--- src/rtl/sensor_dma_reader_pkg.sv ---
// Shared definitions for the sensor DMA reader: FSM state encoding,
// burst and boundary constants, and the burst-length helper.
package sensor_dma_reader_pkg;

  typedef enum logic [1:0] {
    ST_IDLE   = 2'd0,
    ST_ADDR   = 2'd1,
    ST_DATA   = 2'd2,
    ST_FINISH = 2'd3
  } dma_state_t;

  localparam int         MAX_BURST      = 16;
  localparam int         BOUNDARY_WORDS = 1024;
  localparam logic [1:0] RESP_OKAY      = 2'b00;

  // Beats for the next burst: smallest of the burst cap, the words still to
  // fetch and the words left before the next 4 KB boundary.
  function automatic logic [4:0] burst_len(input logic [15:0] remaining,
                                           input logic [9:0]  addr_lo,
                                           input logic [4:0]  max_burst);
    logic [10:0] bound;
    logic [4:0]  len;
    bound = 11'(BOUNDARY_WORDS) - {1'b0, addr_lo};
    len   = max_burst;
    if (remaining < {11'b0, len}) len = remaining[4:0];
    if (bound < {6'b0, len})      len = bound[4:0];
    return len;
  endfunction

endpackage

--- src/rtl/dma_sync_fifo.sv ---
// Single-clock first-word-fall-through FIFO.
// Ports: clk/rst_n, i_push/i_data write side, i_pop read side,
// o_data (head word), o_empty, o_full, o_count (occupancy).
module dma_sync_fifo #(
  parameter int WIDTH = 32,
  parameter int DEPTH = 16
) (
  input  logic                     clk,
  input  logic                     rst_n,
  input  logic                     i_push,
  input  logic [WIDTH-1:0]         i_data,
  input  logic                     i_pop,
  output logic [WIDTH-1:0]         o_data,
  output logic                     o_empty,
  output logic                     o_full,
  output logic [$clog2(DEPTH):0]   o_count
);
  localparam int AW = $clog2(DEPTH);
  localparam int CW = AW + 1;

  logic [WIDTH-1:0] r_mem [DEPTH];
  logic [AW-1:0]    r_wr_ptr;
  logic [AW-1:0]    r_rd_ptr;
  logic [CW-1:0]    r_count;
  logic             w_do_push;
  logic             w_do_pop;

  assign w_do_push = i_push && !o_full;
  assign w_do_pop  = i_pop && !o_empty;
  assign o_empty   = (r_count == '0);
  assign o_full    = (r_count == CW'(DEPTH));
  assign o_count   = r_count;
  assign o_data    = r_mem[r_rd_ptr];

  always_ff @(posedge clk) begin
    if (w_do_push) r_mem[r_wr_ptr] <= i_data;
  end

  always_ff @(posedge clk or negedge rst_n) begin
    if (!rst_n) begin
      r_wr_ptr <= '0;
      r_rd_ptr <= '0;
      r_count  <= '0;
    end else begin
      if (w_do_push) r_wr_ptr <= r_wr_ptr + AW'(1);
      if (w_do_pop)  r_rd_ptr <= r_rd_ptr + AW'(1);
      case ({w_do_push, w_do_pop})
        2'b10:   r_count <= r_count + CW'(1);
        2'b01:   r_count <= r_count - CW'(1);
        default: r_count <= r_count;
      endcase
    end
  end

endmodule

--- src/rtl/sensor_dma_reader.sv ---
// AXI read master that fetches num_words 32-bit words from base_addr in
// 4 KB-safe bursts and streams them to the core through a FWFT FIFO.
// Ports: clock/reset, start/base_addr/num_words command, busy/done/error
// status, AXI AR and R channels (m_axi_gmem_*), out_data/out_valid/out_ready.
//
// state  | meaning
// IDLE   | waiting for start
// ADDR   | waiting for FIFO room, then presenting the burst address
// DATA   | receiving beats of the single outstanding burst
// FINISH | one-cycle done pulse, then back to IDLE
module sensor_dma_reader
  import sensor_dma_reader_pkg::*;
#(
  parameter int FIFO_DEPTH = 16,
  parameter int MAX_BURST  = sensor_dma_reader_pkg::MAX_BURST
) (
  input  logic        s_axi_aclk_IBUF_BUFG,
  input  logic        s_axi_aresetn_IBUF,
  input  logic        start,
  input  logic [61:0] base_addr,
  input  logic [15:0] num_words,
  output logic        busy,
  output logic        done,
  output logic        error,
  output logic [61:0] m_axi_gmem_ARADDR,
  output logic [3:0]  m_axi_gmem_ARLEN,
  output logic        m_axi_gmem_ARVALID,
  input  logic        m_axi_gmem_ARREADY,
  input  logic [31:0] m_axi_gmem_RDATA,
  input  logic [1:0]  m_axi_gmem_RRESP,
  input  logic        m_axi_gmem_RLAST,
  input  logic        m_axi_gmem_RVALID,
  output logic        m_axi_gmem_RREADY,
  output logic [31:0] out_data,
  output logic        out_valid,
  input  logic        out_ready
);
  localparam int CW = $clog2(FIFO_DEPTH) + 1;

  dma_state_t  r_state;
  logic [61:0] r_addr;
  logic [15:0] r_remaining;
  logic        r_busy;
  logic        r_done;
  logic        r_error;
  logic        r_arvalid;
  logic [3:0]  r_arlen;

  logic          w_empty;
  logic          w_full;
  logic [CW-1:0] w_count;
  logic [4:0]    w_len;
  logic [16:0]   w_free;
  logic          w_rbeat;
  logic          w_resp_err;
  logic [15:0]   w_rem_dec;

  assign w_len      = burst_len(r_remaining, r_addr[9:0], 5'(MAX_BURST));
  assign w_free     = 17'(FIFO_DEPTH) - 17'(w_count);
  assign w_rbeat    = m_axi_gmem_RVALID && m_axi_gmem_RREADY;
  assign w_resp_err = (m_axi_gmem_RRESP != RESP_OKAY);
  assign w_rem_dec  = r_remaining - 16'd1;

  assign busy               = r_busy;
  assign done               = r_done;
  assign error              = r_error;
  assign m_axi_gmem_ARADDR  = r_addr;
  assign m_axi_gmem_ARLEN   = r_arlen;
  assign m_axi_gmem_ARVALID = r_arvalid;
  assign m_axi_gmem_RREADY  = (r_state == ST_DATA) && !w_full;
  assign out_valid          = !w_empty;

  dma_sync_fifo #(.WIDTH(32), .DEPTH(FIFO_DEPTH)) u_fifo (
    .clk     (s_axi_aclk_IBUF_BUFG),
    .rst_n   (s_axi_aresetn_IBUF),
    .i_push  (w_rbeat),
    .i_data  (m_axi_gmem_RDATA),
    .i_pop   (out_ready),
    .o_data  (out_data),
    .o_empty (w_empty),
    .o_full  (w_full),
    .o_count (w_count)
  );

  always_ff @(posedge s_axi_aclk_IBUF_BUFG or negedge s_axi_aresetn_IBUF) begin
    if (!s_axi_aresetn_IBUF) begin
      r_state     <= ST_IDLE;
      r_addr      <= '0;
      r_remaining <= '0;
      r_busy      <= 1'b0;
      r_done      <= 1'b0;
      r_error     <= 1'b0;
      r_arvalid   <= 1'b0;
      r_arlen     <= '0;
    end else begin
      r_done <= 1'b0;
      case (r_state)
        ST_IDLE: begin
          if (start) begin
            r_addr      <= base_addr;
            r_remaining <= num_words;
            r_error     <= 1'b0;
            r_busy      <= 1'b1;
            if (num_words == 16'd0) begin
              r_state <= ST_FINISH;
              r_done  <= 1'b1;
            end else begin
              r_state <= ST_ADDR;
            end
          end
        end
        ST_ADDR: begin
          // Only one burst is in flight, so FIFO free space can only grow
          // here; once the burst fits, ARVALID is raised and held.
          if (r_arvalid) begin
            if (m_axi_gmem_ARREADY) begin
              r_arvalid <= 1'b0;
              r_addr    <= r_addr + 62'(r_arlen) + 62'd1;
              r_state   <= ST_DATA;
            end
          end else if (w_free >= 17'(w_len)) begin
            r_arvalid <= 1'b1;
            r_arlen   <= 4'(w_len - 5'd1);
          end
        end
        ST_DATA: begin
          if (w_rbeat) begin
            r_remaining <= w_rem_dec;
            if (w_resp_err) r_error <= 1'b1;
            if (m_axi_gmem_RLAST) begin
              if ((w_rem_dec != 16'd0) && !r_error && !w_resp_err) begin
                r_state <= ST_ADDR;
              end else begin
                r_state <= ST_FINISH;
                r_done  <= 1'b1;
              end
            end
          end
        end
        ST_FINISH: begin
          r_busy  <= 1'b0;
          r_state <= ST_IDLE;
        end
        default: r_state <= ST_IDLE;
      endcase
    end
  end

endmodule

--- config.mk ---
export PLATFORM = sky130hd
export DESIGN_NAME = sensor_dma_reader
export DESIGN_NICKNAME = d
export VERILOG_FILES = /design/src/rtl/sensor_dma_reader_pkg.sv /design/src/rtl/dma_sync_fifo.sv /design/src/rtl/sensor_dma_reader.sv
export SDC_FILE = /design/constraint.sdc
export NUM_CORES = 1
export LEC_CHECK = 0
export BUFFER_PORTS_ARGS = -buffer_cell sky130_fd_sc_hd__buf_2
export CAP_MARGIN = 20
export CORE_MARGIN = 2
export CORE_UTILIZATION = 50
export DETAILED_ROUTE_END_ITERATION = 8
export PLACE_DENSITY_LB_ADDON = 0.1
export SLEW_MARGIN = 20
export SYNTH_ARGS = -nofsm -noshare
export SYNTH_HDL_FRONTEND = slang
export SYNTH_HIERARCHICAL = 1
export SYNTH_SLANG_ARGS = --single-unit
export TNS_END_PERCENT = 5
--- constraint.sdc ---
create_clock -name s_axi_aclk_IBUF_BUFG -period 8.2 [get_ports s_axi_aclk_IBUF_BUFG]
set_input_delay 0.82 -clock s_axi_aclk_IBUF_BUFG [delete_from_list [all_inputs] [get_ports s_axi_aclk_IBUF_BUFG]]
set_output_delay 0.82 -clock s_axi_aclk_IBUF_BUFG [all_outputs]
set_load 0.01 [all_outputs]
# Word level (Yosys, flattened, before mapping)
# Memories as Yosys holds them, arrays and structs flattened.
# Cells that the tools add are included.
[word_totals]
ff_bits = 101
ramBits = 512
in_bits = 119
output_inout_bits = 104
word_cells = 98
mem_count = 1
[classes]
add_sub_neg = 10
n_lt_le_gt_ge = 3
eq_ne = 12
mux = 35
bitwise = 1
reduce_logical = 25
[mem_list]
columns = ["name", "depth", "width", "rd", "rd_clocked_by_memory_dff", "wr", "line_no", "text"]
rows = [
  ["u_fifo.r_mem", 16, 32, 1, 0, 1, "dma_sync_fifo.sv:21", "logic [WIDTH-1:0] r_mem [DEPTH];"],
]
[op_table]
columns = ["cell", "count"]
rows = [
  ["$mux W62", 3],
  ["$pmux W62 S2", 1],
  ["$add A62 B1 Y62 const B", 1],
  ["$add A62 B4 Y62", 1],
  ["$mux W16", 2],
  ["$pmux W16 S2", 1],
  ["$ge A17 B5 Y1", 1],
  ["$logic_not A16 Y1", 1],
  ["$lt A16 B5 Y1 const B", 1],
  ["$reduce_bool A16 Y1", 1],
  ["$sub A16 B1 Y16 const B", 1],
  ["$mux W1", 14],
  ["$mux W2", 7],
  ["$lt A11 B5 Y1", 1],
  ["$sub A11 B10 Y11 const A", 1],
  ["$mux W5", 2],
  ["$ne A2 B2 Y1 const B", 5],
  ["$pmux W5 S2", 1],
  ["$reduce_bool A2 Y1", 5],
  ["$add A4 B1 Y4 const B", 2],
  ["$pmux W2 S4", 1],
  ["$reduce_and A4 Y1", 2],
  ["$eq A2 B2 Y1 const B", 3],
  ["$logic_and A1 B1 Y1", 6],
  ["other kinds (15)", 22],
]

# Depth between registers and ports, before layout
# Gate-level depths: netlist of the first run.
[logic_depth]
depth_word = 8
ltp_mapped = 20
mapped_depth_nobuf = 19

# Hierarchy
# The synthesis of the first run kept the hierarchy.
[modules_own_cells]
columns = ["mod", "n_inst", "cells_each", "area_per_inst_um2", "seq_area_each_um2"]
rows = [
  ["dma_sync_fifo", 1, 1012, 20392.1, 15700.1],
  ["sensor_dma_reader", 1, 750, 5970.7, 2202.1],
]

# Worst setup path before layout of the first run
# No wires, ideal clock.
[synth_path]
path_type = "reg-to-reg"
start = "register r_remaining[9]"
end = "register r_arlen[2] (netlist: m_axi_gmem_ARLEN[2])"
setup_ns = 0.128
arrival_ns = 4.467
required_time_ns = 8.072
slack_ns = 3.605
path_stages_with_launch = 19
n_path_buf = 1
period_less_slack_ns = 4.595
cell_sequence = "dfrtp_1 > or4_4 > nor4_4 > nand2_1 > ha_1 > a21oi_1 > o211ai_1 > a21o_1 > or2_0 > clkbuf_1 > a31oi_1 > ha_1 > nor2b_1 > o211a_1 > o21ai_0 > a311oi_1 > a41o_1 > a21oi_4 > mux2_1"
[synth_between]
elab_chain_cells = 6
word_cells_on_any_way = 7
cone_classes = "1 x add/sub; 3 x order compare; 2 x mux; 1 x reduce/logical"
[synth_lines]
columns = ["item", "line_no", "text"]
rows = [
  ["start: declaration", "sensor_dma_reader.sv:42", "logic [15:0] r_remaining;"],
  ["start signal: assignment", "sensor_dma_reader.sv:101", "r_remaining <= num_words;"],
  ["start signal: assignment", "sensor_dma_reader.sv:128", "r_remaining <= w_rem_dec;"],
  ["$lt A16 B5 Y1 *", "sensor_dma_reader_pkg.sv:25", "if (remaining < {11'b0, len}) len = remaining[4:0];"],
  ["$mux W5 *", "sensor_dma_reader_pkg.sv:25", ""],
  ["$lt A11 B5 Y1", "sensor_dma_reader_pkg.sv:26", "if (bound < {6'b0, len}) len = bound[4:0];"],
  ["$mux W5 *", "sensor_dma_reader_pkg.sv:26", ""],
  ["$ge A17 B5 Y1", "sensor_dma_reader.sv:121", "end else if (w_free >= 17'(w_len)) begin"],
  ["$reduce_and A3 Y1 (no line)", "n/a", ""],
  ["end signal: assignment", "sensor_dma_reader.sv:123", "r_arlen <= 4'(w_len - 5'd1);"],
  ["end: declaration", "sensor_dma_reader.sv:47", "logic [3:0] r_arlen;"],
]
# Every way passes the cells marked *; elsewhere a longest branch is shown, timed or not.
# A chain may end at the register's enable or synchronous reset.

# Final worst setup path of the first run
[layout_path]
start = "register r_remaining[9]"
end = "register r_arlen[3] (netlist: m_axi_gmem_ARLEN[3])"
# Same word-level chain as after synthesis.

==> results of run 1 <==
## per-layer routing
metal	vias to the layer above	track usage, %
met3	128	3.72
met5	-	0
met1	8460	33.8
li1	7436	-
met2	494	39.2
met4	8	7.87
## registers in the layout (all words and copies together) (netlist names)
register            count
done                    1
error                   1
busy                    1
u_fifo/o_count          5
u_fifo/r_rd_ptr         4
u_fifo/r_wr_ptr         4
u_fifo/r_mem          512
r_remaining            16
m_axi_gmem_ARLEN        4
m_axi_gmem_ARADDR      62
r_state                 2
m_axi_gmem_ARVALID      1
## cells in the final DEF (no fill, tap or decap), types with 15 or more instances in the layout
cell	instances
buf_2	221
mux4_2	62
a21oi_1	129
clkbuf_16	61
clkinv_2	15
edfxtp_1	512
a22oi_1	35
nand2_1	111
buf_4	33
nor2_1	48
o22ai_1	44
o21ai_0	95
dfrtp_1	98
nand3_1	36
inv_1	37
a221oi_1	64
ha_1	26
mux2i_1	132
## power breakdown
part           total, uW  switching [uW]  internal, uW
Clock               2950            1210          1740
Sequential          4130             452          3680
Combinational       3700            2200          1500
Total              10800            3860          6920
## cell families after synthesis
family	count (synthesis)	synth area share [%]
flip-flops	613	67.9
AO/OA/AOI/OAI	442	10.8
AND/OR/NAND/NOR	315	5.87
multiplexers	199	10.6
buffers and inverters	142	2.65
adder cells (fa/ha/maj)	28	1.39
XOR/XNOR	23	0.764
## final timing paths
check,endpoint,depth (start not counted)
setup / recovery,m_axi_gmem_ARLEN[3]$_DFFE_PN0P_,17
hold / removal,m_axi_gmem_ARADDR[6]$_DFFE_PN0P_,1
setup reg to reg,m_axi_gmem_ARLEN[3]$_DFFE_PN0P_,17
hold reg to reg,m_axi_gmem_ARADDR[35]$_DFFE_PN0P_,1
max in group asynchronous,u_fifo/r_rd_ptr[1]$_DFFE_PN0P_,2
min in group s_axi_aclk_IBUF_BUFG,r_remaining[0]$_DFFE_PN0P_,3
## critical path, cell delays in order, from the launching register on
cell	delay (ns)
dfrtp_1	0.42
or4_4	0.56
nor4_4	0.60
nand2_1	0.23
ha_1	0.34
a21oi_1	0.16
o211ai_1	0.10
a21o_1	0.20
or2_0	0.40
a31oi_1	0.31
ha_1	0.29
nor2b_1	0.15
o211a_1	0.19
o21ai_0	0.23
a311oi_1	0.14
a41o_1	0.27
a21oi_4	0.19
mux2_1	0.35
## metrics by stage
step	hold slack [ns]	utilization, %	total power [uW]	instances	cell area (um^2)
after global routing	0.263	57.9	11400	2715	30300
final	0.223	57.9	10800	2717	30300
after CTS	0.220	57.9	10800	2713	30300
after detailed placement	0.512	53.8	7890	2600	28200
after floorplan	0.485	-	6700	1762	26400
after global placement	0.507	53.8	7810	2600	28200
## area by class of cell
class | instances | area share (%)
clock buffer | 67 | 5.11
multi-input combinational | 1007 | 26.1
tap | 688 | 2.84
timing repair buffer | 255 | 4.53
inverter | 37 | 0.458
sequential | 613 | 59.1
antenna | 4 | 0.0330
clock inverter | 46 | 1.91
==> flow_metrics.py, run 1 <==
metrics = {
    "status": {
        "status": "finished clean",
    },
    "floorplan": {
        "die_area_um2": 54600,
        "row_count": 84,
        "ios": 223,
        "die_y_um": 234,
        "die_x_um": 234,
        "core_area_um2": 52300,
        "initial_core_util_pct": 50.4,
    },
    "pwr": {
        "leakage_uw": 0.0108,
        "p_per_area_nw_per_um2": 356,
        "peakVddDrop_uv": 276,
    },
    "grt": {
        "antenna_found_initial": 7,
        "grt-ovfl-total": 0,
        "track_usage_pct": 24.2,
        "grt_pass1_wl_um": 99200,
        "grt_pass1_vias": 16322,
        "grt_max_degree": 108,
    },
    "synthesis": {
        "syn_area_per_cell_um2": 15.0,
        "yosys.area.top_type": "edfxtp_1",
        "ys_types": 70,
        "ys_async_sr_fraction_pct": 16.5,
        "synth_seq_cells": 613,
        "yosysSeqAreaShare_pct": 67.9,
        "synthTopCellsByCount": "edfxtp_1, mux2i_1, a21oi_1, nand2_1, dfrtp_1",
        "syn_nets": 1909,
        "syn-cell-area_um2": 26400,
        "synth_edf_count": 512,
        "ys_warn_count": 6,
        "synth_ff_type": "edfxtp_1",
        "synth_most_common_cell": "edfxtp_1",
        "synthDominantCellAreaShare_pct": 58.3,
        "ys_top_cells_by_area": "edfxtp_1, dfrtp_1, mux4_2, mux2i_1, a21oi_1",
        "syn_inst": 1762,
    },
    "critical_path": {
        "worstPathArrival_ns": 5.75,
        "setup.worst_path.start_class": "register",
        "cp-startpoint": "r_remaining[9]$_DFFE_PN0P_",
        "critPathCaptureType": "register",
        "cp.required_ns": 8.71,
        "crit_type": "reg -> reg",
        "r2r_slack_ns": 2.96,
        "r2r-start": "r_remaining[9]$_DFFE_PN0P_",
        "path_max_fanout": 10,
    },
    "clock_network": {
        "cts_tree": "built",
        "numCtsBuffers": 61,
        "post_cts_buffers": 0,
        "clk_latency_ns": 0.64,
        "clock-sinks": 613,
        "cts.hold.buffers_added": 0,
        "htreeDepth": 2,
        "clock-root-buffer": "clkbuf_16",
        "post_cts_resized": 0,
        "clockBufferDepth": 3,
        "clkTransAtPathRegs_ns": 0.06,
    },
    "timing": {
        "final.period_utilization_pct": 63.9,
        "max_slew_margin_pct": 28.5,
        "fin_skew_ns": 0.0159,
        "drv_slew": 0,
        "timing.final.ws_setup_ns": 2.96,
        "hold_viol": 0,
        "worst_slew_pin_slew_ns": 1.07,
        "report.final.setup_viol": 0,
        "rsz0062_at_grt": "false",
        "setup_tns_ns": 0,
        "fmax_mhz": 191,
        "fin_crit_ns": 5.24,
    },
    "layout": {
        "seq_area_um2": 17900,
        "multi_input_area_um2": 7900,
        "fillers": 4153,
        "synthToLayoutAreaGrowth_pct": 15.0,
        "drive_gt1_share_pct": 22.3,
        "final_nets": 2122,
    },
    "drt": {
        "post_drt_wl_per_cell_um": 24.3,
        "viasPerCell": 6.08,
        "antenna_left": 0,
        "drtIter0Drc": 1289,
        "vias": 16526,
        "met1_length_um": 29000,
        "routed_wl_um": 66000,
        "dr.pass1.iters": 5,
        "wl_met2_um": 31600,
        "wl_met3_um": 3580,
        "drc": 0,
        "highest_layer": "met5",
    },
    "hold_path": {
        "hold_path_class": "in -> async",
    },
    "flow_run": {
        "cap_violations": 0,
    },
    "placed_design": {
        "hpwl_um": 37700,
        "place_ws_ns": 3.01,
        "gp_congestion": 0.875,
        "place.port_buffers": 222,
    },
}
No activity file was read; power rests on OpenSTA's default activity.
==> run 2: changes to the inputs <==
ABC_AREA = 1   (was not set)
clock period = 4.58 ns   (was 8.2 ns; I/O delays follow)
==> run 2 against run 1 <==
Wire length grew 17%. Worst hold slack worse by 0.10 ns. Sequential share of layout area decreased by 5.3 points. Fmax up 43%. Synthesized cell count rose by 77%. Global-route usage up 1.4 points. Final area increased by 9.8%. Worst setup slack worse by 2.0 ns. First-iteration DRC count rose by 32%.
==> flow_metrics.py, run 2 <==
metrics = {
    "clock_network": {
        "clock-sinks": 613,
        "clockBufferDepth": 3,
        "cts.hold.buffers_added": 1,
        "htreeDepth": 3,
        "clock-root-buffer": "clkbuf_16",
        "post_cts_resized": 0,
        "cts_tree": "built",
        "clk_latency_ns": 0.59,
        "post_cts_buffers": 0,
        "numCtsBuffers": 68,
        "clkTransAtPathRegs_ns": 0.06,
    },
    "synthesis": {
        "syn_nets": 3264,
        "yosysSeqAreaShare_pct": 61.6,
        "muxShareOfSynthArea_pct": 0,
        "synth_seq_cells": 613,
        "synthSimpleGateAreaFrac_pct": 24.6,
        "syn_inst": 3117,
        "yosys.area.top_type": "edfxtp_1",
        "ys_top_cells_by_area": "edfxtp_1, nand2_1, dfrtp_1, inv_1, nand3_1",
        "ys_async_sr_fraction_pct": 16.5,
        "synth_compound_gate_area_share_pct": 4.23,
        "synth_top_family_by_area": "simple AND/OR/NAND/NOR gates",
        "synthAdderAreaFrac_pct": 1.26,
        "synth_most_common_cell": "nand2_1",
        "synth_edf_count": 512,
        "syn_area_per_cell_um2": 9.33,
        "synthTopCellsByCount": "nand2_1, edfxtp_1, inv_1, nor2_1, nand3_1",
        "syn-cell-area_um2": 29100,
        "synth-xor-area-share_pct": 1.60,
        "synth_ff_type": "edfxtp_1",
        "ys_types": 48,
        "ys_warn_count": 6,
        "synthDominantCellAreaShare_pct": 52.9,
    },
    "grt": {
        "antenna_found_initial": 4,
        "met3_usage_pct": 3.35,
        "track_usage_pct": 25.6,
        "grt_use_met2_pct": 43.1,
        "grt-ovfl-total": 0,
        "met1_usage_pct": 34.2,
        "grt_pass1_vias": 21121,
        "grt_pass1_wl_um": 119000,
        "grt_max_degree": 197,
        "busiest_layer": "met2",
    },
    "drt": {
        "drtIter0Drc": 1702,
        "drc": 0,
        "post_drt_wl_per_cell_um": 18.6,
        "vias": 21941,
        "antenna_left": 0,
        "routed_wl_um": 77000,
        "dr.pass1.iters": 5,
        "viasPerCell": 5.30,
    },
    "layout": {
        "largest_reg_flops": 512,
        "mostFrequentLayoutCell": "nand2_1",
        "final_cell_mix": "nand2_1, edfxtp_1, inv_1",
        "regMostFlops": "u_fifo/r_mem",
        "synthToLayoutAreaGrowth_pct": 14.6,
        "fillers": 4920,
        "drive_gt1_share_pct": 12.6,
        "final_nets": 3472,
    },
    "flow_run": {
        "cap_violations": 0,
    },
    "timing": {
        "hold_viol": 0,
        "fin_crit_ns": 3.66,
        "whs_ns": 0.123,
        "max_slew_margin_pct": 32.7,
        "worst_slew_pin_slew_ns": 1.01,
        "timing.final.ws_setup_ns": 0.919,
        "report.final.setup_viol": 0,
        "rsz0062_at_grt": "false",
        "fin_skew_ns": 0.0145,
        "fmax_mhz": 273,
        "setup_tns_ns": 0,
        "drv_slew": 0,
        "final.period_utilization_pct": 79.9,
    },
    "critical_path": {
        "setup.worst_path.start_class": "register",
        "critPathCaptureType": "register",
        "cp.required_ns": 5.04,
        "worstPathArrival_ns": 4.12,
        "crit_type": "reg -> reg",
        "path_max_fanout": 9,
    },
    "placed_design": {
        "gp_congestion": 0.919,
        "place_ws_ns": 1.06,
        "hpwl_um": 47500,
        "place.port_buffers": 222,
    },
    "floorplan": {
        "ios": 223,
        "row_count": 88,
        "initial_core_util_pct": 50.5,
        "core_area_um2": 57600,
        "die_x_um": 245,
        "die_y_um": 245,
        "die_area_um2": 60100,
    },
    "status": {
        "status": "finished clean",
    },
    "hold_path": {
        "hold_path_class": "in -> reg",
    },
    "pwr": {
        "leakage_uw": 0.0141,
        "peakVddDrop_uv": 473,
        "p_per_area_nw_per_um2": 624,
    },
}
==> run 2: cell families (layout without fill, tap and decap cells) <==
kind of cell	Yosys count	count (layout)
buffers and inverters	489	746
XOR/XNOR	53	53
other	0	2
adder cells (fa/ha/maj)	28	28
AO/OA/AOI/OAI	215	215
flip-flops	613	613
AND/OR/NAND/NOR	1719	1719
==> run 2: where the power goes <==
group	leakage, uW	total [uW]	internal, uW	switching [uW]
Combinational	0.00725	8010	2530	5480
Clock	0.00105	5390	3220	2170
Sequential	0.00584	7390	6700	690
Total	0.0141	20800	12400	8340
==> run 2: area by class of cell <==
type | count | area [um^2] | area share, %
Inverter | 361 | 1360 | 4.09
Clock inverter | 32 | 338 | 1.01
Multi-Input combinational cell | 2015 | 9320 | 28.0
Antenna cell | 2 | 5.00 | 0.0150
Tap cell | 765 | 957 | 2.87
Sequential cell | 613 | 17900 | 53.8
Timing Repair Buffer | 266 | 1570 | 4.72
Clock buffer | 87 | 1840 | 5.52
==> run 2: final timing paths <==
path,startpoint,endpoint,slack [ns],cells after the start
max,r_remaining[8]$_DFFE_PN0P_,m_axi_gmem_ARVALID$_DFFE_PN0P_,0.92,21
min,base_addr[50],m_axi_gmem_ARADDR[50]$_DFFE_PN0P_,0.12,3
max reg2reg,r_remaining[8]$_DFFE_PN0P_,m_axi_gmem_ARVALID$_DFFE_PN0P_,0.92,21
min reg2reg,busy$_DFFE_PN0P_,busy$_DFFE_PN0P_,0.49,2
max in group asynchronous,s_axi_aresetn_IBUF,m_axi_gmem_ARADDR[36]$_DFFE_PN0P_,3.17,3
min in group asynchronous,s_axi_aresetn_IBUF,r_remaining[8]$_DFFE_PN0P_,0.45,2
==> run 2: critical path, cell delays in order, from the launching register on <==
cell and delay, ns:
dfrtp_1 0.38, nor2_1 0.22, nand2_1 0.14, nor2_1 0.20, nand2_1 0.12, inv_1 0.13, nand2_1 0.09, ha_1 0.19
a21oi_1 0.16, nand3_1 0.10, a21oi_1 0.23, nand2_2 0.16, o21ai_0 0.44, ha_1 0.32, nand2_1 0.06, inv_1 0.05
nand3_1 0.07, nor2_1 0.05, nor2_1 0.11, nand2_2 0.11, nand2_2 0.11, o21ai_0 0.11
==> run 2: layer usage <==
layer	vias up	wire length (um)
met5	-	23
met4	4	2360
met3	152	4530
met2	703	37200
met1	10465	32800
li1	10617	-
==> run 2: through the flow <==
stage	total power, uW	instance area (um^2)	utilization [%]	cells
global placement	15400	31100	54.0	4019
floorplan	12800	29100	-	3117
finish	20800	33300	57.8	4141
CTS	20900	33300	57.8	4139
detailed placement	15500	31100	54.0	4019
global route	22100	33300	57.8	4140
